--- src/rtl/step_metrics_if.sv ---
// Step-metrics bus: step pulse and clear in, registered activity metrics out.
interface step_metrics_if;
    logic        pulse_in;
    logic        clear;
    logic [13:0] total_steps;
    logic [12:0] distance_m;
    logic [7:0]  steps_per_sec;
    logic [3:0]  early_score;
    logic [15:0] hi_secs;
    logic        sec_tick;

    modport master (
        output pulse_in, clear,
        input  total_steps, distance_m, steps_per_sec, early_score, hi_secs, sec_tick
    );

    modport slave (
        input  pulse_in, clear,
        output total_steps, distance_m, steps_per_sec, early_score, hi_secs, sec_tick
    );
endinterface

--- src/rtl/step_metrics.sv ---
// Step-pulse activity metrics: total steps, distance, per-second rate,
// early-window score and accumulated high-activity seconds, on a 1 s timebase.
module step_metrics #(
    parameter int unsigned CLK_HZ       = 100_000_000,
    parameter int unsigned STEP_MAX     = 9999,
    parameter int unsigned EARLY_SECS   = 9,
    parameter int unsigned EARLY_THRESH = 32,
    parameter int unsigned HI_RATE      = 64,
    parameter int unsigned HI_RUN       = 60
) (
    input logic          clk,
    input logic          reset,
    step_metrics_if.slave bus
);
    localparam int unsigned TBW = (CLK_HZ > 1) ? $clog2(CLK_HZ) : 1;
    localparam int unsigned RLW = $clog2(HI_RUN + 1);

    typedef enum logic [1:0] {IDLE, BUILD, ACTIVE} hi_state_e;

    logic           in_q, in_qq, step_q, step_d;
    logic [TBW-1:0] tb_cnt_q, tb_cnt_d;
    logic           sec_tick_q, sec_tick_d;
    logic [7:0]     sec_cnt_q, sec_cnt_d;
    logic [7:0]     sps_q, sps_d;
    logic [13:0]    total_q, total_d;
    logic [12:0]    dist_q, dist_d;
    logic [3:0]     secs_el_q, secs_el_d;
    logic [3:0]     early_q, early_d;
    logic [15:0]    hi_q, hi_d;
    logic [RLW-1:0] run_len_q, run_len_d, run_len_inc;
    hi_state_e      state_q, state_d;
    logic [7:0]     completed;
    logic           high_sec;
    logic [16:0]    credit, hi_sum;

    always_comb begin
        step_d      = in_q & ~in_qq;
        tb_cnt_d    = (tb_cnt_q == TBW'(CLK_HZ - 1)) ? '0 : tb_cnt_q + 1'b1;
        sec_tick_d  = (tb_cnt_d == TBW'(CLK_HZ - 1));
        sec_cnt_d   = sec_cnt_q;
        sps_d       = sps_q;
        total_d     = total_q;
        secs_el_d   = secs_el_q;
        early_d     = early_q;
        run_len_d   = run_len_q;
        run_len_inc = run_len_q + 1'b1;
        state_d     = state_q;
        credit      = '0;

        // A step landing in the tick cycle is folded into the second that ends.
        completed = (step_q && sec_cnt_q != 8'hFF) ? sec_cnt_q + 8'd1 : sec_cnt_q;
        high_sec  = (32'(completed) >= HI_RATE);

        if (step_q && total_q < 14'(STEP_MAX))
            total_d = total_q + 14'd1;

        if (sec_tick_q) begin
            sps_d     = completed;
            sec_cnt_d = '0;
            if (secs_el_q < 4'(EARLY_SECS)) begin
                secs_el_d = secs_el_q + 4'd1;
                if (32'(completed) > EARLY_THRESH)
                    early_d = early_q + 4'd1;
            end
            case (state_q)
                IDLE: begin
                    if (high_sec) begin
                        run_len_d = RLW'(1);
                        state_d   = BUILD;
                    end
                end
                BUILD: begin
                    if (high_sec) begin
                        run_len_d = run_len_inc;
                        if (run_len_inc == RLW'(HI_RUN)) begin
                            credit  = 17'(HI_RUN);
                            state_d = ACTIVE;
                        end
                    end else begin
                        run_len_d = '0;
                        state_d   = IDLE;
                    end
                end
                ACTIVE: begin
                    if (high_sec) begin
                        credit = 17'd1;
                    end else begin
                        run_len_d = '0;
                        state_d   = IDLE;
                    end
                end
                default: state_d = IDLE;
            endcase
        end else if (step_q && sec_cnt_q != 8'hFF) begin
            sec_cnt_d = sec_cnt_q + 8'd1;
        end

        hi_sum = {1'b0, hi_q} + credit;
        hi_d   = hi_sum[16] ? '1 : hi_sum[15:0];

        // Clear wipes the metrics but leaves the edge detector sampling.
        if (bus.clear) begin
            tb_cnt_d   = '0;
            sec_tick_d = 1'b0;
            sec_cnt_d  = '0;
            sps_d      = '0;
            total_d    = '0;
            secs_el_d  = '0;
            early_d    = '0;
            hi_d       = '0;
            run_len_d  = '0;
            state_d    = IDLE;
        end

        dist_d = total_d[13:1];
    end

    always_ff @(posedge clk or negedge reset) begin
        if (!reset) begin
            in_q       <= 1'b0;
            in_qq      <= 1'b0;
            step_q     <= 1'b0;
            tb_cnt_q   <= '0;
            sec_tick_q <= 1'b0;
            sec_cnt_q  <= '0;
            sps_q      <= '0;
            total_q    <= '0;
            dist_q     <= '0;
            secs_el_q  <= '0;
            early_q    <= '0;
            hi_q       <= '0;
            run_len_q  <= '0;
            state_q    <= IDLE;
        end else begin
            in_q       <= bus.pulse_in;
            in_qq      <= in_q;
            step_q     <= step_d;
            tb_cnt_q   <= tb_cnt_d;
            sec_tick_q <= sec_tick_d;
            sec_cnt_q  <= sec_cnt_d;
            sps_q      <= sps_d;
            total_q    <= total_d;
            dist_q     <= dist_d;
            secs_el_q  <= secs_el_d;
            early_q    <= early_d;
            hi_q       <= hi_d;
            run_len_q  <= run_len_d;
            state_q    <= state_d;
        end
    end

    assign bus.total_steps   = total_q;
    assign bus.distance_m    = dist_q;
    assign bus.steps_per_sec = sps_q;
    assign bus.early_score   = early_q;
    assign bus.hi_secs       = hi_q;
    assign bus.sec_tick      = sec_tick_q;
endmodule
--- src/flat_wrapper.sv ---
// flat-port wrapper written by rule: the top's interface ports become plain ports
module step_metrics_flat 
#(
    parameter int unsigned CLK_HZ       = 100_000_000,
    parameter int unsigned STEP_MAX     = 9999,
    parameter int unsigned EARLY_SECS   = 9,
    parameter int unsigned EARLY_THRESH = 32,
    parameter int unsigned HI_RATE      = 64,
    parameter int unsigned HI_RUN       = 60
)
  (clk, reset, bus_pulse_in, bus_clear, bus_total_steps, bus_distance_m, bus_steps_per_sec, bus_early_score, bus_hi_secs, bus_sec_tick);
  step_metrics_if bus_i ();
  input logic clk;
  input logic reset;
  input wire logic [$bits(bus_i.pulse_in)-1:0] bus_pulse_in;
  input wire logic [$bits(bus_i.clear)-1:0] bus_clear;
  output wire logic [$bits(bus_i.total_steps)-1:0] bus_total_steps;
  output wire logic [$bits(bus_i.distance_m)-1:0] bus_distance_m;
  output wire logic [$bits(bus_i.steps_per_sec)-1:0] bus_steps_per_sec;
  output wire logic [$bits(bus_i.early_score)-1:0] bus_early_score;
  output wire logic [$bits(bus_i.hi_secs)-1:0] bus_hi_secs;
  output wire logic [$bits(bus_i.sec_tick)-1:0] bus_sec_tick;
  assign bus_i.pulse_in = bus_pulse_in;
  assign bus_i.clear = bus_clear;
  assign bus_total_steps = bus_i.total_steps;
  assign bus_distance_m = bus_i.distance_m;
  assign bus_steps_per_sec = bus_i.steps_per_sec;
  assign bus_early_score = bus_i.early_score;
  assign bus_hi_secs = bus_i.hi_secs;
  assign bus_sec_tick = bus_i.sec_tick;
  step_metrics #(.CLK_HZ(CLK_HZ), .STEP_MAX(STEP_MAX), .EARLY_SECS(EARLY_SECS), .EARLY_THRESH(EARLY_THRESH), .HI_RATE(HI_RATE), .HI_RUN(HI_RUN)) u_core (.clk(clk), .reset(reset), .bus(bus_i));
endmodule
--- config.mk ---
export PLATFORM = sky130hd
export DESIGN_NAME = step_metrics_flat
export DESIGN_NICKNAME = d
export VERILOG_FILES = /design/src/rtl/step_metrics_if.sv /design/src/rtl/step_metrics.sv /design/src/flat_wrapper.sv
export SDC_FILE = /design/constraint.sdc
export NUM_CORES = 1
export LEC_CHECK = 0
export CORE_MARGIN = 4
export CORE_UTILIZATION = 35
export CTS_CLUSTER_SIZE = 24
export DETAILED_ROUTE_END_ITERATION = 12
export GPL_ROUTABILITY_DRIVEN = 0
export PLACE_DENSITY = 0.54
export RECOVER_POWER = 100
export SLEW_MARGIN = 20
export SYNTH_ARGS = -nofsm -noshare
export SYNTH_HDL_FRONTEND = slang
export SYNTH_SLANG_ARGS = --single-unit
--- constraint.sdc ---
create_clock -name clk -period 2.95 [get_ports clk]
set_input_delay 0.7375 -clock clk [delete_from_list [all_inputs] [get_ports clk]]
set_output_delay 0.7375 -clock clk [all_outputs]
set_load 0.01 [all_outputs]
==> impl_metrics.yaml, run 1 <==
sta:
  post-route-min-period_ps: 2870
  clock_skew_ps: 11.2
  tightest_slew_ps: 1160
  finalHoldViolCount: 0
  slew_headroom_pct: 22.5
  post-route-period-util_pct: 97.3
  setup_tns_ps: 0
  grt_setup_unrepaired: "true"
  finalSetupViolations: 0
  holdWs_ps: 376
  fmax_ghz: 0.348
  drv_slew: 0
power_and_ir_drop:
  p_int_uw: 2060
  switchingPower_uw: 585
  power.density_nw_per_um2: 411
  p_comb_share_pct: 3.9
  power_leakage_uw: 0.00256
  peakVddDrop_v: 0.000211
  swShare_pct: 22.1
  seq_power_share_pct: 49.2
  finalPower_uw: 2640
  clockPowerShare_pct: 46.9
final_layout:
  fill_cells: 1412
  syn_to_final_growth_pct: 22.8
  stdcell_count: 817
  nets: 648
  final_layout_size_suffix_gt1_share_pct: 9.64
  multiInputGateArea_sq_um: 2740
  antennaDiodeCount: 0
  layout_common_cells: "dfrtp_1, nor2_1, clkdlybuf4s50_1, nand2_1, nand3_1"
  post-route-cell-area_sq_um: 6420
  final_common_cell: "dfrtp_1"
  regArea_sq_um: 2330
critical_path:
  slowest_delay_ps: 360
  r2r_end: "u_core.bus.hi_secs[7]$_DFF_PN0_"
  crit_slowest_cell: "dfrtp_1"
  startpoint_type: "register"
  cp_cell_sequence: "ha_2 > nand4_1 > o21ai_2 > nand3_2 > nor2_2 > buf_4 > ha_4 > or3_1 > o211ai_1 > nand2b_4 > xor2_1 > a21oi_1"
  required_ps: 3160
  rr_startpoint: "u_core.sec_cnt_q[1]$_DFF_PN0_"
  crit_fanout: 5
  r2r_slack_ps: 80
  cp_data_arrival_time_ps: 3080
  worstSetupEndpointType: "register"
  ff2ff_path_depth: 12
  crit_type: "reg2reg"
synth:
  syn_avg_cell_area_sq_um: 9.17
  ys_types: 58
  synth_top_family_by_area: "simple AND/OR/NAND/NOR gates"
  synthAdderAreaFrac_pct: 3.83
  synth_top_area_share_pct: 44.5
  synth.area.top_cells: "dfrtp_1, nor2_1, xor2_1, ha_1, nand3_1"
  synth_area_leader_cell: "dfrtp_1"
  syn-cell-area_sq_um: 5230
  netlist_instances: 570
  yosysSeqAreaShare_pct: 44.5
  yosysWarnings: 0
  synth_compound_area_share_pct: 12.6
  ys_ff_latch: 93
  synthFlopType: "dfrtp_1"
  yosys.area_share.xor_xnor_pct: 7.54
  syn-num-nets: 590
  synth_mux_area_share_pct: 0.766
  async_flop_share_pct: 100
  synth_edf_count: 0
  yosys.area_share.simple_pct: 25.8
routing:
  num_vias: 4381
  routedWlPerCell_um: 16.0
  viasPerCell: 5.36
  antenna_left: 0
  firstDrtPassIters: 5
  drcViolationCount: 0
  drtIter0Drc: 292
  wl_mm: 13.1
placement:
  dp_hpwl_mm: 9.20
  placed_area_sq_um: 6000
  dpl.cell_count: 797
  port_buffers: 59
global_route:
  gr-usage-all-layers_pct: 15.6
  grt_pass1_wl_mm: 21.1
  grt-ovfl-total: 0
  grt_max_degree: 47
  antenna_found_initial: 0
  grt_pass1_vias: 4200
cts:
  root_buffer: "clkbuf_16"
  ctsHtreeMaxLevel: 3
  clkSlewWorstSetupHoldPaths_ps: 70
  cts_tree: "yes"
  holdBufCountCts: 0
  cts_made_buffers: 9
  clk_latency_ps: 350
  cts_sinks: 93
  cts_max_path_buffers: 2
worst_hold_path:
  hp-class: "reg2reg"
  whs_endpoint: "u_core.in_qq$_DFF_PN0_"
  min_from: "u_core.in_q$_DFF_PN0_"
  hold_depth: 0
die:
  initial_utilization_pct: 35.8
  die_area_sq_um: 17000
  num_io_pins: 60
  coreArea_sq_um: 14600
  die_x_um: 130
  rows: 44
  die_height_um: 130
run_status:
  outcome: "complete, no violations"
run:
  maxCapViolations: 0
==> sequential cells by signal, indices dropped and copies added (netlist names) <==
signal / cells
u_core.run_len_q: 6
u_core.in_qq: 1
u_core.bus.hi_secs: 16
u_core.tb_cnt_q: 27
u_core.secs_el_q: 4
u_core.bus.sec_tick: 1
u_core.sec_cnt_q: 8
u_core.bus.steps_per_sec: 8
u_core.step_q: 1
u_core.bus.early_score: 4
u_core.in_q: 1
u_core.bus.total_steps: 14
u_core.state_q: 2
==> cell families after synthesis <==
kind of cell             Yosys count
adder cells (fa/ha/maj)           16
AO/OA/AOI/OAI                    105
AND/OR/NAND/NOR                  253
buffers and inverters             54
flip-flops                        93
XOR/XNOR                          45
multiplexers                       4
==> final cells by class <==
cell class,count,area share (%)
inverters,18,1.05
flip-flops and latches,93,36.3
clock buffers,10,3.57
clock inverters,6,1.36
well taps,184,3.59
repair buffers,82,11.6
multi-input cells,424,42.6
==> stage by stage <==
stage          utilization, %  setup slack, ps
4_1_cts                  43.4             57.7
5_1_grt                  44.0            -97.5
2_1_floorplan               -             30.0
3_3_place_gp             41.1             85.1
6_report                 44.0             80.3
3_5_place_dp             41.1            -69.3
==> synth_stat cells (2+ instances only) <==
cell type	number
and2_1	5
o211ai_1	2
a311o_1	2
buf_1	5
xor2_1	27
o21ai_1	2
ha_1	16
nor2_1	70
nor3_1	14
or4_1	6
and3_1	11
clkbuf_1	13
nor3b_1	8
a211oi_1	7
o21a_1	3
or3_1	12
nor4b_1	4
buf_4	13
a31oi_1	6
a21o_1	2
and4_1	9
o31ai_1	7
nand4b_1	3
buf_2	5
mux2i_1	4
dfrtp_1	93
o21ai_0	23
nor4_1	7
nand3_1	35
nand2b_1	5
o22ai_1	2
a21oi_1	34
nand2_1	36
o21bai_1	3
nor2b_1	5
nand4_1	16
inv_1	17
xnor2_1	18
==> what timing repair did <==
action	CTS	global route
gates cloned	0	2
endpoints found under the setup margin	13	16
gates resized for setup	1	20
buffers inserted	0	2
pin swaps	0	15
==> per-layer routing <==
| metal | vias to the layer above | track usage [%] | part of all wire, % | wire length (um) |
|---|---|---|---|---|
| met5 | - | 0 | 0 | 0 |
| met4 | 0 | 4.28 | 1.3 | 167 |
| met3 | 15 | 4.22 | 2.8 | 363 |
| met2 | 70 | 26.2 | 51 | 6630 |
| met1 | 2143 | 19.8 | 45 | 5900 |
| li1 | 2153 | - | - | - |
==> worst max path at each step <==
stage	startpoint	to	slack (ps)	depth (start not counted)
after global placement	u_core.sec_cnt_q[0]$_DFF_PN0_	u_core.bus.hi_secs[1]$_DFF_PN0_	90	13
after floorplan	u_core.sec_cnt_q[0]$_DFF_PN0_	u_core.bus.hi_secs[10]$_DFF_PN0_	30	13
final	u_core.sec_cnt_q[1]$_DFF_PN0_	u_core.bus.hi_secs[7]$_DFF_PN0_	80	12
after global routing	u_core.sec_cnt_q[0]$_DFF_PN0_	u_core.bus.hi_secs[3]$_DFF_PN0_	-100	13
after detailed placement	u_core.sec_cnt_q[1]$_DFF_PN0_	u_core.bus.hi_secs[11]$_DFF_PN0_	-70	13
after CTS	u_core.sec_cnt_q[0]$_DFF_PN0_	u_core.bus.hi_secs[3]$_DFF_PN0_	60	13
==> power by group through the flow <==
| stage | Clock, uW | Sequential [uW] | Combinational (uW) |
|---|---|---|---|
| 2_1_floorplan | 0 | 1320 | 48.9 |
| 3_3_place_gp | 0 | 1320 | 108 |
| 3_5_place_dp | 0 | 1320 | 111 |
| 4_1_cts | 1280 | 1300 | 112 |
| 5_1_grt | 1340 | 1300 | 121 |
| 6_report | 1240 | 1300 | 104 |
==> critical path, delay by kind of cell, from the launching register on <==
family | cells | cell delay, ps
buffers and inverters | 1 | 140
xor gates and xnor gates | 1 | 160
and+or+nand+nor | 5 | 1000
adders and majority gates | 2 | 400
DFF | 1 | 360
AOI/OAI and AO/OA | 3 | 660
Note: power is estimated with default switching activity, not from simulation.
==> inputs of run 2 (changes only) <==
--- a/config.mk
+++ b/config.mk
@@ -5,12 +5,12 @@
 export SDC_FILE = /design/constraint.sdc
 export NUM_CORES = 1
 export LEC_CHECK = 0
-export CORE_MARGIN = 4
+export CORE_MARGIN = 2
 export CORE_UTILIZATION = 35
 export CTS_CLUSTER_SIZE = 24
 export DETAILED_ROUTE_END_ITERATION = 12
 export GPL_ROUTABILITY_DRIVEN = 0
-export PLACE_DENSITY = 0.54
+export PLACE_DENSITY = 0.52
 export RECOVER_POWER = 100
 export SLEW_MARGIN = 20
 export SYNTH_ARGS = -nofsm -noshare
==> constraint.sdc (replaced) <==
create_clock -name clk -period 2.7 [get_ports clk]
set_input_delay 0.675 -clock clk [delete_from_list [all_inputs] [get_ports clk]]
set_output_delay 0.675 -clock clk [all_outputs]
set_load 0.01 [all_outputs]
==> impl_metrics.yaml, run 2 (synthesis results as in run 1) <==
routing:
  drtIter0Drc: 206
  firstDrtPassIters: 5
  routedWlPerCell_um: 15.5
  antenna_left: 0
  viasPerCell: 5.33
  num_vias: 4455
  drcViolationCount: 0
  wl_mm: 12.9
sta:
  tightest_slew_ps: 1140
  slew_headroom_pct: 24.0
  setup_tns_ps: -7.10
  fmax_ghz: 0.369
  finalSetupViolations: 1
  clock_skew_ps: 7.03
  drv_slew: 0
  grt_setup_unrepaired: "true"
  post-route-min-period_ps: 2710
  finalHoldViolCount: 0
  post-route-period-util_pct: 100
  fin_ws_ps: -7.10
run_status:
  failed_checks: "setup timing"
  outcome: "finished, violations left"
worst_hold_path:
  hp-class: "reg2reg"
power_and_ir_drop:
  power.density_nw_per_um2: 447
  peakVddDrop_v: 0.000414
  power_leakage_uw: 0.00267
final_layout:
  post-route-cell-area_sq_um: 6570
  nets: 667
  final_core_util_pct: 45.0
  final_layout_size_suffix_gt1_share_pct: 11.7
  layout_common_cells: "dfrtp_1, nor2_1, clkdlybuf4s50_1, nand2_1, nand3_1"
  antennaDiodeCount: 0
  largest_register_ff_count: 27
  stdcell_count: 836
  syn_to_final_growth_pct: 25.7
  top_register: "u_core.tb_cnt_q"
  final_common_cell: "dfrtp_1"
global_route:
  grt_max_degree: 44
  grt_pass1_vias: 4498
  antenna_found_initial: 0
  gr-usage-all-layers_pct: 17.1
  grt-ovfl-total: 0
  grt_pass1_wl_mm: 22.2
critical_path:
  crit_type: "reg2reg"
  r2r_slack_ps: -7
  required_ps: 2960
  startpoint_type: "register"
  cp_data_arrival_time_ps: 2970
  crit_fanout: 5
  worstSetupEndpointType: "register"
placement:
  placed_area_sq_um: 6170
  dp_hpwl_mm: 9.21
  dpl.cell_count: 813
  port_buffers: 59
  dp_worst_setup_slack_ps: -44.3
cts:
  root_buffer: "clkbuf_16"
  clkSlewWorstSetupHoldPaths_ps: 70
  cts_made_buffers: 9
  clk_latency_ps: 350
  cts_max_path_buffers: 2
  ctsHtreeMaxLevel: 3
  cts_tree: "yes"
  cts_sinks: 93
die:
  die_x_um: 126
  coreArea_sq_um: 14600
  die_area_sq_um: 15900
  initial_utilization_pct: 35.8
  die_height_um: 126
  rows: 44
  num_io_pins: 60
run:
  maxCapViolations: 0
==> run 2: metal layers <==
metal / track usage (%) / share of wire, % / routed length [um] / vias to the layer above
met3: 3.99 / 3.7 / 478 / 14
met4: 4.91 / 1.3 / 172 / 0
met1: 22.8 / 47 / 6120 / 2164
met5: 0 / 0 / 0 / -
met2: 28.1 / 48 / 6170 / 84
li1: - / - / - / 2193
==> run 2: stage by stage <==
step / hold slack (ps) / total power [uW]
finish: 369 / 2940
global route: 385 / 3050
global placement: 354 / 1570
detailed placement: 356 / 1570
CTS: 339 / 3000
floorplan: 347 / 1500
==> run 2: worst max-delay path, stage by stage, from the launching register on <==
cell and delay (ps):
dfrtp_1 390, ha_4 150, and4_4 220, nand4b_1 140, buf_4 190, nand3_4 70
nor2_4 60, ha_4 280, a21o_1 120, a21oi_2 60, o21bai_1 150, a21oi_2 100
buf_4 160, or3_1 340, a31oi_1 200
==> run 2: final cells by class <==
cell class / count / area, sq um
Timing Repair Buffer: 102 / 881
Multi-Input combinational cell: 423 / 2740
Sequential cell: 93 / 2330
Tap cell: 184 / 230
Inverter: 18 / 67.6
Fill cell: 1438 / 8020
Clock inverter: 4 / 70.1
Clock buffer: 12 / 256
==> run 2: repair_timing <==
item	in CTS	in global routing
cloned	0	1
buffers inserted	1	5
resized for setup	0	20
endpoints found under the setup margin	8	16
pin swaps	2	7
hold buffers	0	0
hold endpoints to repair	0	0
==> run 2: path summary, 6_finish.rpt <==
| kind | startpoint | end | cells after the start |
|---|---|---|---|
| setup / recovery | u_core.sec_cnt_q[1]$_DFF_PN0_ | u_core.bus.hi_secs[10]$_DFF_PN0_ | 14 |
| hold / removal | u_core.in_q$_DFF_PN0_ | u_core.in_qq$_DFF_PN0_ | 0 |
| setup reg to reg | u_core.sec_cnt_q[1]$_DFF_PN0_ | u_core.bus.hi_secs[10]$_DFF_PN0_ | 14 |
| hold reg to reg | u_core.in_q$_DFF_PN0_ | u_core.in_qq$_DFF_PN0_ | 0 |
| max in group asynchronous | reset | u_core.bus.early_score[2]$_DFFE_PN0P_ | 2 |
| min in group asynchronous | reset | u_core.step_q$_DFF_PN0_ | 1 |
==> run 2: report_power, final <==
| group | internal (uW) | leakage (uW) | switching, uW | total, uW |
|---|---|---|---|---|
| clock network | 859 | 0.000163 | 537 | 1400 |
| registers | 1400 | 0.00129 | 13.9 | 1420 |
| logic | 35.5 | 0.00122 | 86.1 | 122 |
==> inputs of run 3 (changes only) <==
--- a/config.mk
+++ b/config.mk
@@ -10,6 +10,7 @@
 export CTS_CLUSTER_SIZE = 24
 export DETAILED_ROUTE_END_ITERATION = 12
 export GPL_ROUTABILITY_DRIVEN = 0
+export GPL_TIMING_DRIVEN = 1
 export PLACE_DENSITY = 0.52
 export RECOVER_POWER = 100
 export SLEW_MARGIN = 20
==> results of run 3 <==
Final layout, timing and power as in run 2 (identical DEF).
